==> src/rtl/lsu_mem_initiator.sv <==
// lsu_mem_initiator: load/store initiator for a word-wide byte-enabled RAM; define LSU_MISALIGN_EN for misaligned and word-crossing accesses
module lsu_mem_initiator #(
    parameter int ADDR_WIDTH = 11
) (
    input  logic                  clk,
    input  logic                  rst,
    input  logic                  req_valid,
    output logic                  req_ready,
    input  logic                  req_we,
    input  logic [2:0]            req_access,
    input  logic [31:0]           req_addr,
    input  logic [31:0]           req_wdata,
    output logic                  resp_valid,
    output logic [31:0]           resp_rdata,
    output logic                  resp_err,
    output logic [ADDR_WIDTH-1:0] mem_addr,
    output logic                  mem_re,
    output logic                  mem_we,
    output logic [3:0]            mem_be,
    output logic [31:0]           mem_wdata,
    input  logic [31:0]           mem_rdata
);
    typedef enum logic [2:0] {IDLE, ACC0, CAP0, ACC1, CAP1, RESP} state_t;
    state_t state, nxt;
    logic we_q, split, legal, misal, req_err, nxt_err, unused_bits;
    logic [2:0] acc_q;
    logic [1:0] off_q;
    logic [ADDR_WIDTH-1:0] w0_q;
    logic [31:0] wdata_q, lo_q, lo_v, hi_v, x, ext, nxt_rdata;
    logic [3:0] ones;
    logic [7:0] be8;
    logic [63:0] sd;
    assign legal = req_access[1:0] != 2'b11 && !(req_access[2] && (req_we || req_access[1]));
`ifdef LSU_MISALIGN_EN
    logic [2:0] req_n;
    logic req_split;
    assign req_n = req_access[1] ? 3'd4 : req_access[0] ? 3'd2 : 3'd1;
    assign req_split = {1'b0, req_addr[1:0]} + req_n > 3'd4;
    assign misal = 1'b0;
    assign hi_v = state == CAP1 ? mem_rdata : '0;
    always_ff @(posedge clk) begin
        if (rst) split <= 1'b0;
        else if (req_valid && req_ready) split <= req_split;
    end
`else
    assign misal = (req_access[0] & req_addr[0]) | (req_access[1] & |req_addr[1:0]);
    assign split = 1'b0;
    assign hi_v = '0;
`endif
    assign unused_bits = ^{req_addr[31:ADDR_WIDTH+2], be8[7:4], sd[63:32]};
    assign req_err = !legal || misal;
    assign req_ready = state == IDLE;
    assign resp_valid = state == RESP;
    // byte lanes and store data for both words of a possibly split access
    assign ones = acc_q[1] ? 4'hf : acc_q[0] ? 4'h3 : 4'h1;
    assign be8 = {4'h0, ones} << off_q;
    assign sd = {32'h0, wdata_q} << {off_q, 3'b000};
    assign lo_v = state == CAP0 ? mem_rdata : lo_q;
    assign x = 32'({hi_v, lo_v} >> {off_q, 3'b000});
    assign ext = acc_q[1] ? x : acc_q[0] ? {{16{~acc_q[2] & x[15]}}, x[15:0]} : {{24{~acc_q[2] & x[7]}}, x[7:0]};
    always_comb begin
        nxt = state;
        nxt_err = 1'b0;
        nxt_rdata = '0;
        mem_addr = '0;
        mem_re = 1'b0;
        mem_we = 1'b0;
        mem_be = '0;
        mem_wdata = '0;
        case (state)
            IDLE: if (req_valid) begin
                nxt = req_err ? RESP : ACC0;
                nxt_err = req_err;
            end
            ACC0: begin
                mem_addr = w0_q;
                mem_re = !we_q;
                mem_we = we_q;
                mem_be = we_q ? be8[3:0] : '0;
                mem_wdata = we_q ? sd[31:0] : '0;
                nxt = !we_q ? CAP0 : split ? ACC1 : RESP;
            end
            CAP0: begin
                nxt = split ? ACC1 : RESP;
                nxt_rdata = ext;
            end
`ifdef LSU_MISALIGN_EN
            ACC1: begin
                mem_addr = w0_q + ADDR_WIDTH'(1);
                mem_re = !we_q;
                mem_we = we_q;
                mem_be = we_q ? be8[7:4] : '0;
                mem_wdata = we_q ? sd[63:32] : '0;
                nxt = we_q ? RESP : CAP1;
            end
            CAP1: begin
                nxt = RESP;
                nxt_rdata = ext;
            end
`endif
            RESP: nxt = IDLE;
            default: nxt = IDLE;
        endcase
    end
    always_ff @(posedge clk) begin
        if (rst) begin
            state <= IDLE;
            resp_rdata <= '0;
            resp_err <= 1'b0;
            we_q <= 1'b0;
            acc_q <= '0;
            off_q <= '0;
            w0_q <= '0;
            wdata_q <= '0;
            lo_q <= '0;
        end else begin
            state <= nxt;
            resp_rdata <= nxt == RESP ? nxt_rdata : '0;
            resp_err <= nxt_err;
            if (req_valid && req_ready) begin
                we_q <= req_we;
                acc_q <= req_access;
                off_q <= req_addr[1:0];
                w0_q <= req_addr[ADDR_WIDTH+1:2];
                wdata_q <= req_wdata;
            end
            if (state == CAP0) lo_q <= mem_rdata;
        end
    end
endmodule

==> config.mk <==
export PLATFORM = sky130hd
export DESIGN_NAME = lsu_mem_initiator
export DESIGN_NICKNAME = d
export VERILOG_FILES = /design/src/rtl/lsu_mem_initiator.sv
export SDC_FILE = /design/constraint.sdc
export NUM_CORES = 1
export LEC_CHECK = 0
export BUFFER_PORTS_ARGS = -buffer_cell sky130_fd_sc_hd__buf_2
export CORE_AREA = 5 5 154 82
export CTS_BUF_LIST = sky130_fd_sc_hd__clkbuf_4 sky130_fd_sc_hd__clkbuf_8
export DETAILED_ROUTE_END_ITERATION = 8
export DIE_AREA = 0 0 159 87
export GPL_TIMING_DRIVEN = 1
export PLACE_DENSITY_LB_ADDON = 0.12
export SKIP_CTS_REPAIR_TIMING = 1
export SLEW_MARGIN = 40
export SYNTH_ARGS = -nofsm -noshare
export SYNTH_HDL_FRONTEND = slang
export SYNTH_SLANG_ARGS = --single-unit
==> constraint.sdc <==
create_clock -name clk -period 5.6 [get_ports clk]
set_input_delay 0.28 -clock clk [delete_from_list [all_inputs] [get_ports clk]]
set_output_delay 0.28 -clock clk [all_outputs]
set_load 0.05 [all_outputs]
== After elaboration in Yosys (flattened, before gate mapping) ==
Index checks and enable logic that the tools add are counted.
Operators by class
  reductions and logical operators: 12
  bitwise gates (word level): 10
  shift operators: 3
  equality and inequality tests: 5
  mux-type cells: 16
Operators with widths (number)
  32-bit two-way mux: 5
  32-bit by 5-bit left shift with 32-bit output: 1
  32-bit by 5-bit right shift with 32-bit output: 1
  4-bit two-way mux: 3
  11-bit two-way mux: 1
  3-bit two-way mux: 3
  3-bit case mux with 3 select lines: 1
  3-bit equality test, second input constant: 2
  3-bit OR reduction: 2
  1-bit inverter: 5
  1-bit bitwise AND: 4
  4-bit by 2-bit left shift with 4-bit output: 1
  3-bit by 1-bit equality test with 1-bit output, second input constant: 1
  3-bit by 2-bit equality test with 1-bit output, second input constant: 1
  1-bit logical AND: 3
  1-bit logical NOT: 3
  3-bit logical NOT: 1
  1-bit logical OR: 2
  1-bit two-way mux: 2
  2-bit two-way mux: 1
  2-bit != test, second input constant: 1
  2-bit OR reduction: 1
  1-bit bitwise OR: 1
Storage, ports and cells
  input bits: 103
  bits in registers: 117
  output and inout bits: 84

== Longest topological paths before layout ==
  depth in word-level cells: 12
  gate-level depth with buffers: 8
  gate-level depth less buffers: 4

== Least setup slack after synthesis ==
No wires, ideal clock.
  kind: register to output
  from: reg off_q[1]
  to: out mem_be[2]
  cell stages (with the launch flop): 6
  data arrival time: 2614 ps
  path buffers: 3
  setup slack: 2706 ps
  cells stage by stage: dfxtp_1 -> clkbuf_1 -> buf_1 -> clkbuf_1 -> nor2_1 -> a221oi_1
Between the ends
  word-level cells in the longest chain between the ends: 3
Ends and longest elaborated chain
  start, declared: RTL line 27  | logic [1:0] off_q;
  start signal, assigned: RTL line 123  | off_q <= req_addr[1:0];
  4-bit by 2-bit left shift with 4-bit output: RTL line 56  | assign be8 = {4'h0, ones} << off_q;
  4-bit two-way mux: RTL line 79  | mem_be = we_q ? be8[3:0] : '0;
  4-bit two-way mux: RTL line 70  | case (state)
  end, declared: RTL line 19  | output logic [3:0] mem_be,
No other way between the ends.

== Worst setup path in the final report ==
  from: reg state[2]
  to: out mem_wdata[2]
Between the ends
  word-level cells in the longest chain between the ends: 2
Ends and longest elaborated chain
  start, declared: RTL line 24  | state_t state, nxt;
  start signal, assigned: RTL line 117  | state <= nxt;
  3-bit by 1-bit equality test with 1-bit output: RTL line 70
  32-bit two-way mux: RTL line 70
  end, declared: RTL line 20  | output logic [31:0] mem_wdata,
No other way between the ends.

==> results.rst <==
.. list-table::
   :header-rows: 1

   * - Metric
     - Value
   * - Clock tree skew after final layout
     - 14.20 ps
   * - Via count of the first global-routing pass
     - 4,975
   * - Clock slew at the register clock pins of the worst setup and hold paths
     - 80 ps
   * - Summed instance area of the synthesized netlist
     - 5444 um2
   * - Placement Rows
     - 28
   * - Final routed wire length divided by cell count
     - 17.67 um
   * - Setup violation total in the final timing report
     - 0
   * - Antenna violations before repair
     - 1
   * - Top post-synthesis cells by count
     - sky130_fd_sc_hd__dfxtp_1, sky130_fd_sc_hd__nand2_1, sky130_fd_sc_hd__nor2_1
   * - Number of diodes
     - 0
   * - Clock tree root driver cell
     - sky130_fd_sc_hd__clkbuf_8
   * - Clock buffers created by TritonCTS
     - 17
   * - Clock tree buffer depth
     - 2
   * - Number of nets at the end of the flow
     - 851
   * - Number of cells in the finished layout apart from fillers
     - 911
   * - Simple-gate share of the synthesized area
     - 20.73%
   * - Run status
     - complete, no violations
   * - Synthesis-stage register bit count
     - 117
   * - Later-pin clock latency in the skew report
     - 430 ps
   * - Max-slew violation count
     - 0
   * - Async S/R FF share, synth
     - 0%
   * - Number of warnings reported in the yosys synthesis log
     - 0
   * - Synthesized instance count
     - 605
   * - Worst Path Required
     - 5320 ps
   * - Fraction of layout cells with a size suffix above 1
     - 32.98%
   * - Sum of routed wire length over all layers
     - 16,100 um
   * - XOR/XNOR share of the synthesized area
     - 0.1609%
   * - Nature of the critical path endpoint
     - output pin
   * - Area of the placeable core
     - 11,320 um2
   * - Starting Density
     - 48.11%
   * - Dpl cell area
     - 6321 um2
   * - Area of all placed cells without fillers
     - 6716 um2
   * - Area grow syn2layout
     - 23.37%
   * - Highest routed layer
     - met4
   * - Share of cell area taken by muxes after synthesis
     - 18.80%
   * - Number of input and output port buffers inserted
     - 167
   * - Die Width
     - 159 um
   * - Chip Height
     - 87 um
   * - CP max FO
     - 20
   * - Maximum number of pins on one net before global-route repair
     - 85
   * - Number of failing hold endpoints at the final stage
     - 0
   * - Met1 Routed Length
     - 7844 um
   * - Placed Instances
     - 879
   * - Slew @ Worst Pin
     - 709.8 ps
   * - Violation count after the first detailed-route iteration
     - 268
   * - Compound-gate portion of the synthesized area
     - 12.71%
   * - First-pass GRT wire length
     - 25,640 um
   * - Launching element type of the critical path
     - register
   * - Critical path's slowest cell
     - sky130_fd_sc_hd__nand4bb_2
   * - Num Clock Sinks
     - 117
   * - Post-Syn Nets
     - 708
   * - Number of maximum-capacitance violations
     - 0
   * - Total via count after detailed routing
     - 5,042
   * - Die Footprint
     - 13,830 um2
   * - Number of primary I/O pins
     - 187
   * - Routed via count divided by cell count
     - 5.535
   * - Unrepaired setup endpoints after global routing
     - no
   * - Routed length on met2
     - 6802 um
   * - Max Clk Rate
     - 286.3 MHz
   * - Total DRC errors in the routed layout
     - 0
   * - Seq/Total Area, Yosys
     - 43.02%
   * - Post-synthesis average cell area
     - 8.998 um2
   * - Final worst path period need
     - 3492 ps
   * - Cell type group with the largest total delay on the critical path
     - simple AND/OR/NAND/NOR gates
   * - Amount of wire on met3 after detailed routing
     - 1254 um
   * - CTS H-tree lvls
     - 4
   * - Biggest area consumer among synthesized cells
     - sky130_fd_sc_hd__dfxtp_1
   * - Number of distinct library cells after synthesis
     - 39
   * - Half-perimeter wire length of the detailed placement result
     - 11,220 um
   * - Global routing usage summed across all routing layers
     - 23.18%
   * - Critical-path cell list
     - nand4bb_2, or2_2, nor2_1, and2_1, buf_2
   * - Relative slew slack
     - 52.68%
   * - Static leakage
     - 2.715 nW
   * - Post-Place Setup Slack
     - 2565 ps
   * - Dominant combinational cell family by area after synthesis
     - simple AND/OR/NAND/NOR gates
   * - Top FF cell, synth
     - sky130_fd_sc_hd__dfxtp_1
   * - Routability-driven placement congestion ratio
     - 0.8706
   * - Type of the worst setup path
     - register to output pin
   * - Path class of the lowest-slack min-delay path
     - input port to register
   * - Power per cell area
     - 297.5 nW/um2
   * - Post-synthesis adder-cell area fraction
     - 0%
   * - Drt first pass iters
     - 6
   * - Final Cycle Share
     - 62.36%
   * - Post-synth EDFFs
     - 0
   * - Antenna-violating nets left
     - 0
   * - Biggest cell delay along the critical path
     - 680 ps
   * - Combined buffer and inverter count along the critical path
     - 1
   * - Overflow left after global routing
     - 0
   * - Fraction of post-synthesis cell area in the top cell type by area
     - 43.02%
   * - Total Negative Setup Slacks
     - 0 ps
   * - Worst IR drop on VDD
     - 0.0001516 V
   * - CTS tree
     - done
   * - Signal arrival time at the worst endpoint
     - 3210 ps
   * - Cells taking the most area after synthesis
     - sky130_fd_sc_hd__dfxtp_1, sky130_fd_sc_hd__mux4_2, sky130_fd_sc_hd__mux2i_1
   * - Minimum setup slack in the final design
     - 2108 ps
sequential cells by signal (all words and copies together) (netlist names):
register,count
lo_q,32
resp_rdata,32
wdata_q,32
w0_q,11
acc_q,3
state,3
off_q,2
resp_err,1
we_q,1
per-layer routing:
layer / vias to the layer above / track usage (%)
met1: 2425 / 34.15
met5: - / 0
met4: 0 / 7.353
met3: 21 / 5.816
li1: 2376 / -
met2: 220 / 33.41
where the power goes:
part	switching [mW]	internal (mW)	leakage [nW]
combinational	0.203	0.116	1.57
sequential	0.0305	0.871	0.952
clock	0.372	0.405	0.193
cell usage in the layout (no fill, tap or decap), types with 2 or more instances in the layout:
| cell | n |
|---|---|
| sky130_fd_sc_hd__buf_2 | 169 |
| sky130_fd_sc_hd__nand2_1 | 117 |
| sky130_fd_sc_hd__dfxtp_1 | 115 |
| sky130_fd_sc_hd__nor2_1 | 70 |
| sky130_fd_sc_hd__a21oi_1 | 58 |
| sky130_fd_sc_hd__mux2i_1 | 46 |
| sky130_fd_sc_hd__mux4_2 | 24 |
| sky130_fd_sc_hd__and2_1 | 19 |
| sky130_fd_sc_hd__clkbuf_8 | 17 |
| sky130_fd_sc_hd__a211oi_1 | 16 |
| sky130_fd_sc_hd__a31oi_1 | 16 |
| sky130_fd_sc_hd__nand2b_1 | 14 |
| sky130_fd_sc_hd__nor2b_1 | 13 |
| sky130_fd_sc_hd__nor3_1 | 5 |
| sky130_fd_sc_hd__a311oi_2 | 5 |
| sky130_fd_sc_hd__buf_4 | 5 |
| sky130_fd_sc_hd__inv_1 | 4 |
| sky130_fd_sc_hd__clkinv_4 | 4 |
| sky130_fd_sc_hd__a221oi_1 | 3 |
| sky130_fd_sc_hd__clkinvlp_4 | 3 |
| sky130_fd_sc_hd__inv_6 | 3 |
| sky130_fd_sc_hd__or2_2 | 2 |
| sky130_fd_sc_hd__nor4_1 | 2 |
| sky130_fd_sc_hd__mux2_2 | 2 |
| sky130_fd_sc_hd__nand3_1 | 2 |
| sky130_fd_sc_hd__a311oi_1 | 2 |
| sky130_fd_sc_hd__o21ai_0 | 2 |
| sky130_fd_sc_hd__clkinv_2 | 2 |
| sky130_fd_sc_hd__bufinv_16 | 2 |
| sky130_fd_sc_hd__dfxtp_2 | 2 |
final cells by class:
| class | count | area, um2 |
|---|---|---|
| Clock buffer | 18 | 241.5 |
| Clock inverter | 14 | 153.9 |
| Fill cell | 1035 | 4599 |
| Inverter | 5 | 18.77 |
| Multi-Input combinational cell | 432 | 2875 |
| Sequential cell | 117 | 2345 |
| Tap cell | 150 | 187.7 |
| Timing Repair Buffer | 175 | 894.6 |
logic make-up (layout without fill, tap and decap cells):
family | after synthesis | count (layout)
mux | 72 | 72
compound gates | 107 | 107
simple gates | 252 | 252
buf+inv | 56 | 212
xor+xnor | 1 | 1
flops | 117 | 117
final timing paths:
path	startpoint	end	slack [ps]	cells after the start
setup / recovery	state[2]$_SDFF_PP0_	mem_wdata[2]	2110	5
hold / removal	req_addr[6]	w0_q[4]$_SDFFE_PP0P_	70	3
setup reg to reg	state[1]$_SDFF_PP0_	resp_rdata[2]$_SDFF_PP0_	2710	5
hold reg to reg	wdata_q[28]$_SDFFE_PP0P_	wdata_q[28]$_SDFFE_PP0P_	460	2
tightest hold or removal path, cell delays in order:
cell and delay, ps:
sky130_fd_sc_hd__buf_2 90, sky130_fd_sc_hd__nand2_1 50, sky130_fd_sc_hd__a21oi_1 50
per-stage QoR:
stage	util [%]	hold slack (ps)	total power, mW
6_report	59.35	74.65	1.998
5_1_grt	59.35	57.66	2.087
4_1_cts	59.35	49.60	2.010
3_5_place_dp	55.86	445.6	1.236
3_3_place_gp	55.61	436.7	1.223
2_1_floorplan	-	362.9	1.138
Note: power is estimated with default switching activity, not from simulation.
